**config.mk**
```make
export PLATFORM = sky130hd
export DESIGN_NAME = icache_axi_refill
export DESIGN_NICKNAME = d
export VERILOG_FILES = /design/src/rtl/icache_axi_refill.sv
export SDC_FILE = /design/constraint.sdc
export NUM_CORES = 1
export LEC_CHECK = 0
export BUFFER_PORTS_ARGS = -buffer_cell sky130_fd_sc_hd__buf_2
export CAP_MARGIN = 20
export CORE_MARGIN = 2
export CORE_UTILIZATION = 40
export DETAILED_ROUTE_END_ITERATION = 10
export PLACE_DENSITY = 0.8
export SYNTH_ARGS = -nofsm -noshare
export SYNTH_HDL_FRONTEND = slang
export SYNTH_SLANG_ARGS = --single-unit
```
**constraint.sdc**
```tcl
create_clock -name clk -period 5.3 [get_ports clk]
set_clock_uncertainty 0.15 [all_clocks]
set_input_delay 0.53 -clock clk [delete_from_list [all_inputs] [get_ports clk]]
set_output_delay 0.53 -clock clk [all_outputs]
set_load 0.01 [all_outputs]
```
**src/rtl/icache_axi_refill.sv**
```systemverilog
// rtl/icache_axi_refill.sv - read-only AXI burst master for I-cache line refill.
// Optional critical-word-first WRAP bursts when ICACHE_REFILL_CWF_EN is defined.
module icache_axi_refill #(
  parameter int         LINE_WORD = 4,
  parameter logic [3:0] AXI_ID    = 4'd0
) (
  input  logic                    clk,
  input  logic                    rst,
  input  logic                    rd_req,
  input  logic [31:0]             rd_addr,
  output logic                    rd_rdy,
  output logic                    ret_valid,
  output logic [LINE_WORD*32-1:0] ret_data,
  output logic [3:0]              arid,
  output logic [31:0]             araddr,
  output logic [7:0]              arlen,
  output logic [2:0]              arsize,
  output logic [1:0]              arburst,
  output logic [1:0]              arlock,
  output logic [3:0]              arcache,
  output logic [2:0]              arprot,
  output logic                    arvalid,
  input  logic                    arready,
  input  logic [3:0]              rid,
  input  logic [31:0]             rdata,
  input  logic [1:0]              rresp,
  input  logic                    rlast,
  input  logic                    rvalid,
  output logic                    rready
);

  localparam int CW  = (LINE_WORD > 1) ? $clog2(LINE_WORD) : 1;
  localparam int OFF = CW + 2;

  typedef enum logic [1:0] {S_IDLE, S_AR, S_R, S_DONE} state_t;

  state_t          state, state_nxt;
  logic [CW-1:0]   beat_cnt;
  logic [CW-1:0]   start_word;
  logic [CW-1:0]   wr_slot;
  logic [31:0]     addr_q;
  logic [31:0]     line_buf [LINE_WORD];
  logic            beat_hs;
  logic            unused_inputs;

  assign beat_hs = rvalid & rready;
  // Slot index wraps naturally because LINE_WORD is a power of two.
  assign wr_slot = start_word + beat_cnt;

  always_ff @(posedge clk or posedge rst) begin
    if (rst) state <= S_IDLE;
    else     state <= state_nxt;
  end

  always_comb begin
    state_nxt = state;
    rd_rdy    = 1'b0;
    arvalid   = 1'b0;
    rready    = 1'b0;
    ret_valid = 1'b0;
    case (state)
      S_IDLE: begin
        rd_rdy = 1'b1;
        if (rd_req) state_nxt = S_AR;
      end
      S_AR: begin
        arvalid = 1'b1;
        if (arready) state_nxt = S_R;
      end
      S_R: begin
        rready = 1'b1;
        // Completion follows the beat count only; rlast is deliberately ignored.
        if (beat_hs && beat_cnt == CW'(LINE_WORD - 1)) state_nxt = S_DONE;
      end
      S_DONE: begin
        ret_valid = 1'b1;
        state_nxt = S_IDLE;
      end
      default: state_nxt = S_IDLE;
    endcase
  end

  always_ff @(posedge clk or posedge rst) begin
    if (rst) begin
      addr_q     <= '0;
      start_word <= '0;
      beat_cnt   <= '0;
      for (int i = 0; i < LINE_WORD; i++) line_buf[i] <= '0;
    end else begin
      if (state == S_IDLE && rd_req) begin
        beat_cnt <= '0;
`ifdef ICACHE_REFILL_CWF_EN
        addr_q     <= {rd_addr[31:2], 2'b00};
        start_word <= rd_addr[OFF-1:2];
`else
        addr_q     <= {rd_addr[31:OFF], {OFF{1'b0}}};
        start_word <= '0;
`endif
      end
      if (beat_hs) begin
        line_buf[wr_slot] <= rdata;
        beat_cnt          <= beat_cnt + 1'b1;
      end
    end
  end

  for (genvar g = 0; g < LINE_WORD; g++) begin : g_ret
    assign ret_data[g*32 +: 32] = line_buf[g];
  end

  assign arid    = AXI_ID;
  assign araddr  = addr_q;
  assign arlen   = 8'(LINE_WORD - 1);
  assign arsize  = 3'b010;
  assign arlock  = 2'b00;
  assign arcache = 4'b0000;
  assign arprot  = 3'b000;
`ifdef ICACHE_REFILL_CWF_EN
  assign arburst       = 2'b10;
  assign unused_inputs = ^{rid, rresp, rlast, rd_addr[1:0]};
`else
  assign arburst       = 2'b01;
  assign unused_inputs = ^{rid, rresp, rlast, rd_addr[OFF-1:0]};
`endif

endmodule

```
# After elaboration in Yosys (flattened, before gate mapping)
# Cells that the tools add are included.
dict set report op_classes {
  n_addsub 1
  magnitude_cmp 2
  eq_ne 7
  n_mux 13
  bitwise 2
  reduce_logical 6
}
# operator count
set op_table {}
lappend op_table {{128-bit bitwise mux} 1}
lappend op_table {{32-bit demux with 2-bit select} 1}
lappend op_table {{32-bit two-way mux} 1}
lappend op_table {{2-bit two-way mux} 5}
lappend op_table {{2-bit case mux with 4 select lines} 1}
lappend op_table {{2-bit == test, second input constant} 3}
lappend op_table {{2-bit inequality test, second input constant} 3}
lappend op_table {{1-bit two-way mux} 4}
lappend op_table {{3-bit >= comparator, second input constant} 1}
lappend op_table {{1-bit logical AND} 3}
lappend op_table {{3-bit by 1-bit less-than comparator with 1-bit output, second input constant} 1}
lappend op_table {{2-bit inverter with 3-bit output} 1}
lappend op_table {{3-bit AND reduction} 1}
lappend op_table {{2-bit by 1-bit adder with 2-bit output, second input constant} 1}
lappend op_table {{2-bit by 1-bit == test with 1-bit output, second input constant} 1}
lappend op_table {{2-bit logical NOT} 1}
lappend op_table {{2-bit nonzero test} 1}
lappend op_table {{1-bit AND} 1}
dict set report totals {
  register_bits 160
  in_bits 76
  output_inout_bits 190
  elab_cells 38
}

# Depth between registers and ports, before layout
# Gate-level depths: netlist of run 1.
dict set report depth {
  word_depth 6
  depth_mapped 6
  depth_no_buf 5
}

# Worst setup path before layout of run 1
# Ideal clock, no wire load.
dict set report synth_path {
  path_kind {register to register}
  from {reg state[0]}
  to {reg line_buf, in the netlist ret_data[126]}
  setup_ns 0.125
  arrival_time_ns 1.507
  required_ns 5.025
  slack_ns 3.518
  stages_incl_launch_ff 7
  path_buffers 1
  period_less_slack_ns 1.782
  path_cell_list {dfrtp_1 > inv_1 > ha_1 > and2_4 > nand2_4 > clkbuf_8 > mux2_4}
}
dict set report synth_via {
  elab_chain_cells 3
}
# element line
set synth_lines {}
lappend synth_lines {{start, declared} 37} ;# state_t state, state_nxt;
lappend synth_lines {{start signal, assigned} 52} ;# else state <= state_nxt;
lappend synth_lines {{2-bit == test} 61} ;# case (state)
lappend synth_lines {{1-bit two-way mux} 61}
lappend synth_lines {{via rready} 29} ;# output logic rready
lappend synth_lines {{1-bit AND} 46} ;# assign beat_hs = rvalid & rready;
lappend synth_lines {{end signal, assigned by index} 101} ;# line_buf[wr_slot] <= rdata;
lappend synth_lines {{end, declared} 42} ;# logic [31:0] line_buf [LINE_WORD];
# The timed path passes the listed nets, and every way through them passes these cells.
# A chain may end at the register's enable or synchronous reset.

# Final worst setup path of run 1
dict set report layout_path {
  from {reg state[0]}
  to {reg line_buf, in the netlist ret_data[59]}
}
dict set report layout_via {
  elab_chain_cells 3
}
# element line
set layout_lines {}
lappend layout_lines {{2-bit == test} 61}
lappend layout_lines {{1-bit two-way mux} 61}
lappend layout_lines {{1-bit AND} 46}
# No other way between the ends.

==> results.json, run 1 <==
{
  "hp-class": "in -> async",
  "finalSetupViolCount": 0,
  "fmax_ghz": 0.481,
  "synth_area_per_cell_um2": 16.3,
  "cts_resized": 0,
  "synthCells": 394,
  "finalWorstSetupSlack_ns": 3.22,
  "period_minus_slack_ns": 2.08,
  "synth.most_common_cell": "dfrtp_1",
  "row_count": 46,
  "arrival_ns": 2.23,
  "final_nets": 706,
  "die_area_um2": 17000,
  "synth_area_leaders": "dfrtp_1, mux2_2, buf_4, buf_6, ha_1",
  "die_w_um": 131,
  "ys.flop_type": "dfrtp_1",
  "overflow": 0,
  "power.density_nw_per_um2": 631,
  "dr.pass1.iters": 4,
  "postCtsSetupBuffers": 0,
  "setup_tns_ns": 0,
  "slew_headroom": 0.392,
  "cts_sinks": 160,
  "gp_congestion": 0.737,
  "worstSetupStartpointType": "register",
  "layout.cells.non_filler": 851,
  "synth_largest_area_cell": "dfrtp_1",
  "synth_cell_types": 19,
  "cts-root-buf": "clkbuf_16",
  "routed-via-count": 3950,
  "cp_num_buf_inv": 1,
  "grt_antenna_before_repair": 0,
  "ir_worst_vdd_uv": 313,
  "drv_slew": 0,
  "power_leakage_nw": 4.33,
  "num_antenna_cells": 0,
  "pre_cts_ws_ns": 2.98,
  "synthTopCellsByCount": "dfrtp_1, mux2_2, buf_4",
  "grt_pass1_wl_mm": 20.8,
  "clk_pin_slew_ns": 0.06,
  "syn-cell-area_um2": 6410,
  "worstSkewPairLatency_ns": 0.41,
  "die_h_um": 131,
  "area_growth_pct": 28.2,
  "cpPeakStageDelay_ns": 0.43,
  "io_pins": 266,
  "design_area_um2": 8220,
  "core_area_um2": 15800,
  "cts_hold_buf": 0,
  "tightest_slew_ns": 0.912,
  "ys_ff_latch": 160,
  "placed_cells": 818,
  "synth_edf_count": 0,
  "final_util": 0.521,
  "drc": 0,
  "start_util": 0.406,
  "ys_seq_area_frac": 0.625,
  "rsz0062_at_grt": "no",
  "track_usage": 0.161,
  "crit_required_ns": 5.45,
  "place_area_um2": 7540,
  "synth-async-reset-ratio": 1.00,
  "viasPerCell": 4.64,
  "io_buffers": 224,
  "wl_mm": 13.8,
  "min_period_over_period": 0.392,
  "cts_buffer_depth": 2,
  "hpwl_mm": 9.65,
  "cp_slowest_cell": "nand2_4",
  "ctsHtreeMaxLevel": 4,
  "grt_max_degree": 106,
  "drive_gt1_frac": 0.655,
  "cp_cell_sequence": "inv_1 -> ha_1 -> and2_4 -> nand2_4 -> mux2_2",
  "yosys_warnings": 0,
  "cts-buffers-inserted": 17,
  "cp_top_family": "simple AND/OR/NAND/NOR gates",
  "drt-wirelength-per-cell_um": 16.2,
  "drt_iter0_drc": 77,
  "yosys.area.top_type_share": 0.625,
  "run_status": "complete, no violations",
  "maxCapViolCount": 0,
  "crit_type": "reg -> reg",
  "crit_path_end_kind": "register",
  "cts_tree": "built",
  "finalHoldViolCount": 0,
  "ant_nets": 0,
  "path_max_fanout": 32,
  "grt_pass1_vias": 4050
}
## through the flow
step                      total power [W]  hold slack [ns]
after floorplan                   0.00313            0.361
after global placement            0.00378            0.321
after detailed placement          0.00390            0.330
after CTS                         0.00525            0.174
after global routing              0.00550            0.167
final                             0.00518            0.152
## worst register-to-register path: cells and delay by family (launching register included)
family        cells  cell delay, ns
fa+ha+maj         1            0.26
flops             1            0.40
buf+inv           1            0.08
simple gates      2            0.66
mux               1            0.42
## logic make-up after synthesis
kind of cell    Yosys count  synth area share
buf+inv                  51            0.0629
compound gates            3           0.00390
flops                   160             0.625
mux                     157             0.278
simple gates             13            0.0139
fa+ha+maj                 8            0.0156
other cells               2           0.00117
## sequential cells by signal, indices dropped and copies added, names as in the netlist
| signal | flops |
|---|---|
| araddr | 28 |
| ret_data | 128 |
| state | 2 |
| beat_cnt | 2 |
## metal layers
metal / track usage / wire length (µm) / vias up
li1: - / - / 1769
met4: 0.0569 / 204 / 0
met3: 0.0611 / 1070 / 17
met1: 0.192 / 5570 / 1999
met2: 0.269 / 6980 / 165
met5: 0 / 0 / -
## area by class of cell
type | instances | area, µm²
Inverter | 6 | 27.5
Tap cell | 216 | 270
Timing Repair Buffer | 226 | 1160
Multi-Input combinational cell | 211 | 2110
Fill cell | 1342 | 7550
Clock inverter | 13 | 199
Sequential cell | 160 | 4000
Clock buffer | 19 | 453
## layout by cell type (no fill, tap or decap), drive strengths merged
cell | synthesis | layout
a221oi | 1 | 1
and2 | 1 | 1
buf | 43 | 226
bufinv | 0 | 4
clkbuf | 2 | 19
clkinv | 0 | 2
clkinvlp | 0 | 2
conb | 2 | 30
dfrtp | 160 | 160
ha | 8 | 8
inv | 6 | 11
mux2 | 157 | 157
nand2 | 9 | 9
nand3 | 2 | 2
nor2b | 1 | 1
o21ai | 1 | 1
o32a | 1 | 1
## power breakdown
group / switching, W / internal (W)
clock network: 0.000501 / 0.000825
registers: 0.000289 / 0.00178
logic: 0.000858 / 0.000929
## path summary, 6_finish.rpt
check | start | cells after the start | to | slack (ns)
worst max-delay path | state[0]$_DFFE_PP0P_ | 5 | ret_data[59]$_DFFE_PP0P_ | 3.22
worst min-delay path | rst | 2 | ret_data[44]$_DFFE_PP0P_ | 0.15
worst max register to register | state[0]$_DFFE_PP0P_ | 5 | ret_data[59]$_DFFE_PP0P_ | 3.22
worst min register to register | ret_data[31]$_DFFE_PP0P_ | 1 | ret_data[31]$_DFFE_PP0P_ | 0.34
max in group asynchronous | rst | 3 | beat_cnt[1]$_DFFE_PP0P_ | 3.54
min in group clk | rd_addr[31] | 2 | araddr[31]$_DFFE_PP0P_ | 0.19
No activity file was read; power rests on OpenSTA's default activity.
==> inputs of run 2 (changes only) <==
- clock period: 5.3 -> 1.7 ns (I/O delays scaled with it)
==> results.json, run 2 (synthesis gave the netlist of run 1 again) <==
{
  "final_common_cell": "buf_2",
  "ir_worst_vdd_uv": 1030,
  "crit_path_end_kind": "register",
  "cts-buffers-inserted": 17,
  "die_area_um2": 17000,
  "cts-root-buf": "clkbuf_16",
  "drt-wirelength-per-cell_um": 17.6,
  "start_util": 0.406,
  "critPathLaunch": "state[0]$_DFFE_PP0P_",
  "viasPerCell": 4.67,
  "num_antenna_cells": 0,
  "setup_tns_ns": -3.38,
  "ctsHtreeMaxLevel": 4,
  "final_util": 0.605,
  "fmax_ghz": 0.564,
  "failed_checks": "negative setup slack",
  "layout.cells.non_filler": 941,
  "row_count": 46,
  "grt_pass1_wl_mm": 23.7,
  "rsz0062_at_grt": "yes",
  "run_status": "finished with violations",
  "place_area_um2": 7830,
  "finalHoldViolCount": 0,
  "cp_slowest_cell": "dfrtp_1",
  "routed-via-count": 4394,
  "cts_sinks": 160,
  "drive_gt1_frac": 0.634,
  "crit_type": "reg -> reg",
  "hp-class": "in -> reg",
  "core_area_um2": 15800,
  "finalWorstSetupSlack_ns": -0.0724,
  "io_pins": 266,
  "r2r_setup_slack_ns": -0.07,
  "wl_mm": 16.6,
  "grt_max_degree": 63,
  "crit_required_ns": 1.84,
  "clk_pin_slew_ns": 0.06,
  "final_cell_mix": "buf_2, dfrtp_1, mux2_2",
  "placed_cells": 834,
  "drt_iter0_drc": 134,
  "hpwl_mm": 10.1,
  "track_usage": 0.182,
  "min_period_over_period": 1.04,
  "cts_buffer_depth": 2,
  "totalPowerFinal_w": 0.0171,
  "grt_pass1_vias": 4700,
  "worstHoldStart": "arready",
  "final_nets": 798,
  "finalSetupViolCount": 122,
  "drv_slew": 0,
  "ant_nets": 0,
  "io_buffers": 224,
  "die_w_um": 131,
  "cp_cell_sequence": "buf_4 -> buf_6 -> ha_4 -> nor2b_4 -> a221oi_4 -> mux2_4",
  "worstSkewPairLatency_ns": 0.41,
  "period_minus_slack_ns": 1.77,
  "largest_reg_flops": 128,
  "path_max_fanout": 3,
  "r2r-end": "state[1]$_DFFE_PP0P_",
  "gp_congestion": 0.735,
  "rr_startpoint": "state[0]$_DFFE_PP0P_",
  "endpoint": "state[1]$_DFFE_PP0P_",
  "worstRegToRegCells": 6,
  "drc": 0,
  "worstSetupStartpointType": "register",
  "maxCapViolCount": 0,
  "fillers": 1194,
  "area_growth_pct": 48.9,
  "die_h_um": 131,
  "cpPeakStageDelay_ns": 0.39,
  "power.density_nw_per_um2": 1800,
  "overflow": 0,
  "grt_antenna_before_repair": 0,
  "dr.pass1.iters": 4,
  "arrival_ns": 1.92,
  "cts_tree": "built",
  "power_leakage_nw": 5.04,
  "design_area_um2": 9540
}
## run 2: changes by cell type in the layout (fill, tap and decap cells not counted), sizes merged
cell	delta
dlygate4sd3	+62
buf	+24
clkbuf	+7
inv	-5
clkinv	+4
bufinv	-3
clkinvlp	+1
## run 2: layout make-up
cell class | instances | area [µm²] | area share
tap | 216 | 270 | 0.0283
timing repair buffer | 318 | 2310 | 0.242
sequential | 160 | 4010 | 0.420
multi-input combinational | 211 | 2380 | 0.249
clock inverter | 10 | 87.6 | 0.00918
clock buffer | 20 | 467 | 0.0489
inverter | 6 | 26.3 | 0.00275
## run 2: worst max-delay path, delay by kind of cell, from the launching register on
kind / cells / cell delay [ns]
DFF: 1 / 0.39
muxes: 1 / 0.34
buffers and inverters: 2 / 0.26
AOI/OAI and AO/OA: 1 / 0.23
adders and majority gates: 1 / 0.15
and+or+nand+nor: 1 / 0.13
## run 2: what timing repair did
item	in CTS	in global routing
setup endpoints to repair	142	147
hold endpoints to repair	257	0
gates resized for setup	19	50
hold buffers	62	0
cloned	2	6
setup buffers	4	3
pin swaps	2	3
## run 2: worst min path at each step
stage / end / slack (ns) / cells past startpoint
floorplan: ret_data[24]$_DFFE_PP0P_ / 0.15 / 1
global placement: ret_data[66]$_DFFE_PP0P_ / 0.04 / 2
detailed placement: ret_data[2]$_DFFE_PP0P_ / 0.04 / 2
CTS: state[0]$_DFFE_PP0P_ / 0.01 / 3
global route: state[0]$_DFFE_PP0P_ / 0.06 / 3
finish: state[0]$_DFFE_PP0P_ / 0.04 / 3
## run 2: report_power, final
part,switching [W],total (W),internal (W)
sequential,0.000942,0.00651,0.00557
clock,0.00147,0.00358,0.00211
combinational,0.00311,0.00704,0.00393
## run 2: per-stage QoR
step                hold slack, ns  setup WS [ns]
floorplan                    0.152         -0.649
global placement            0.0387        -0.0518
detailed placement          0.0423         -0.123
CTS                         0.0140        -0.0503
global route                0.0605         -0.103
finish                      0.0428        -0.0724
## run 2: metal layers
| layer | vias up | global-route usage | share of wire |
|---|---|---|---|
| met5 | - | 0 | 0 |
| met4 | 0 | 0.0645 | 0.017 |
| met3 | 19 | 0.0537 | 0.054 |
| met2 | 171 | 0.328 | 0.52 |
| met1 | 2259 | 0.207 | 0.41 |
| li1 | 1945 | - | - |
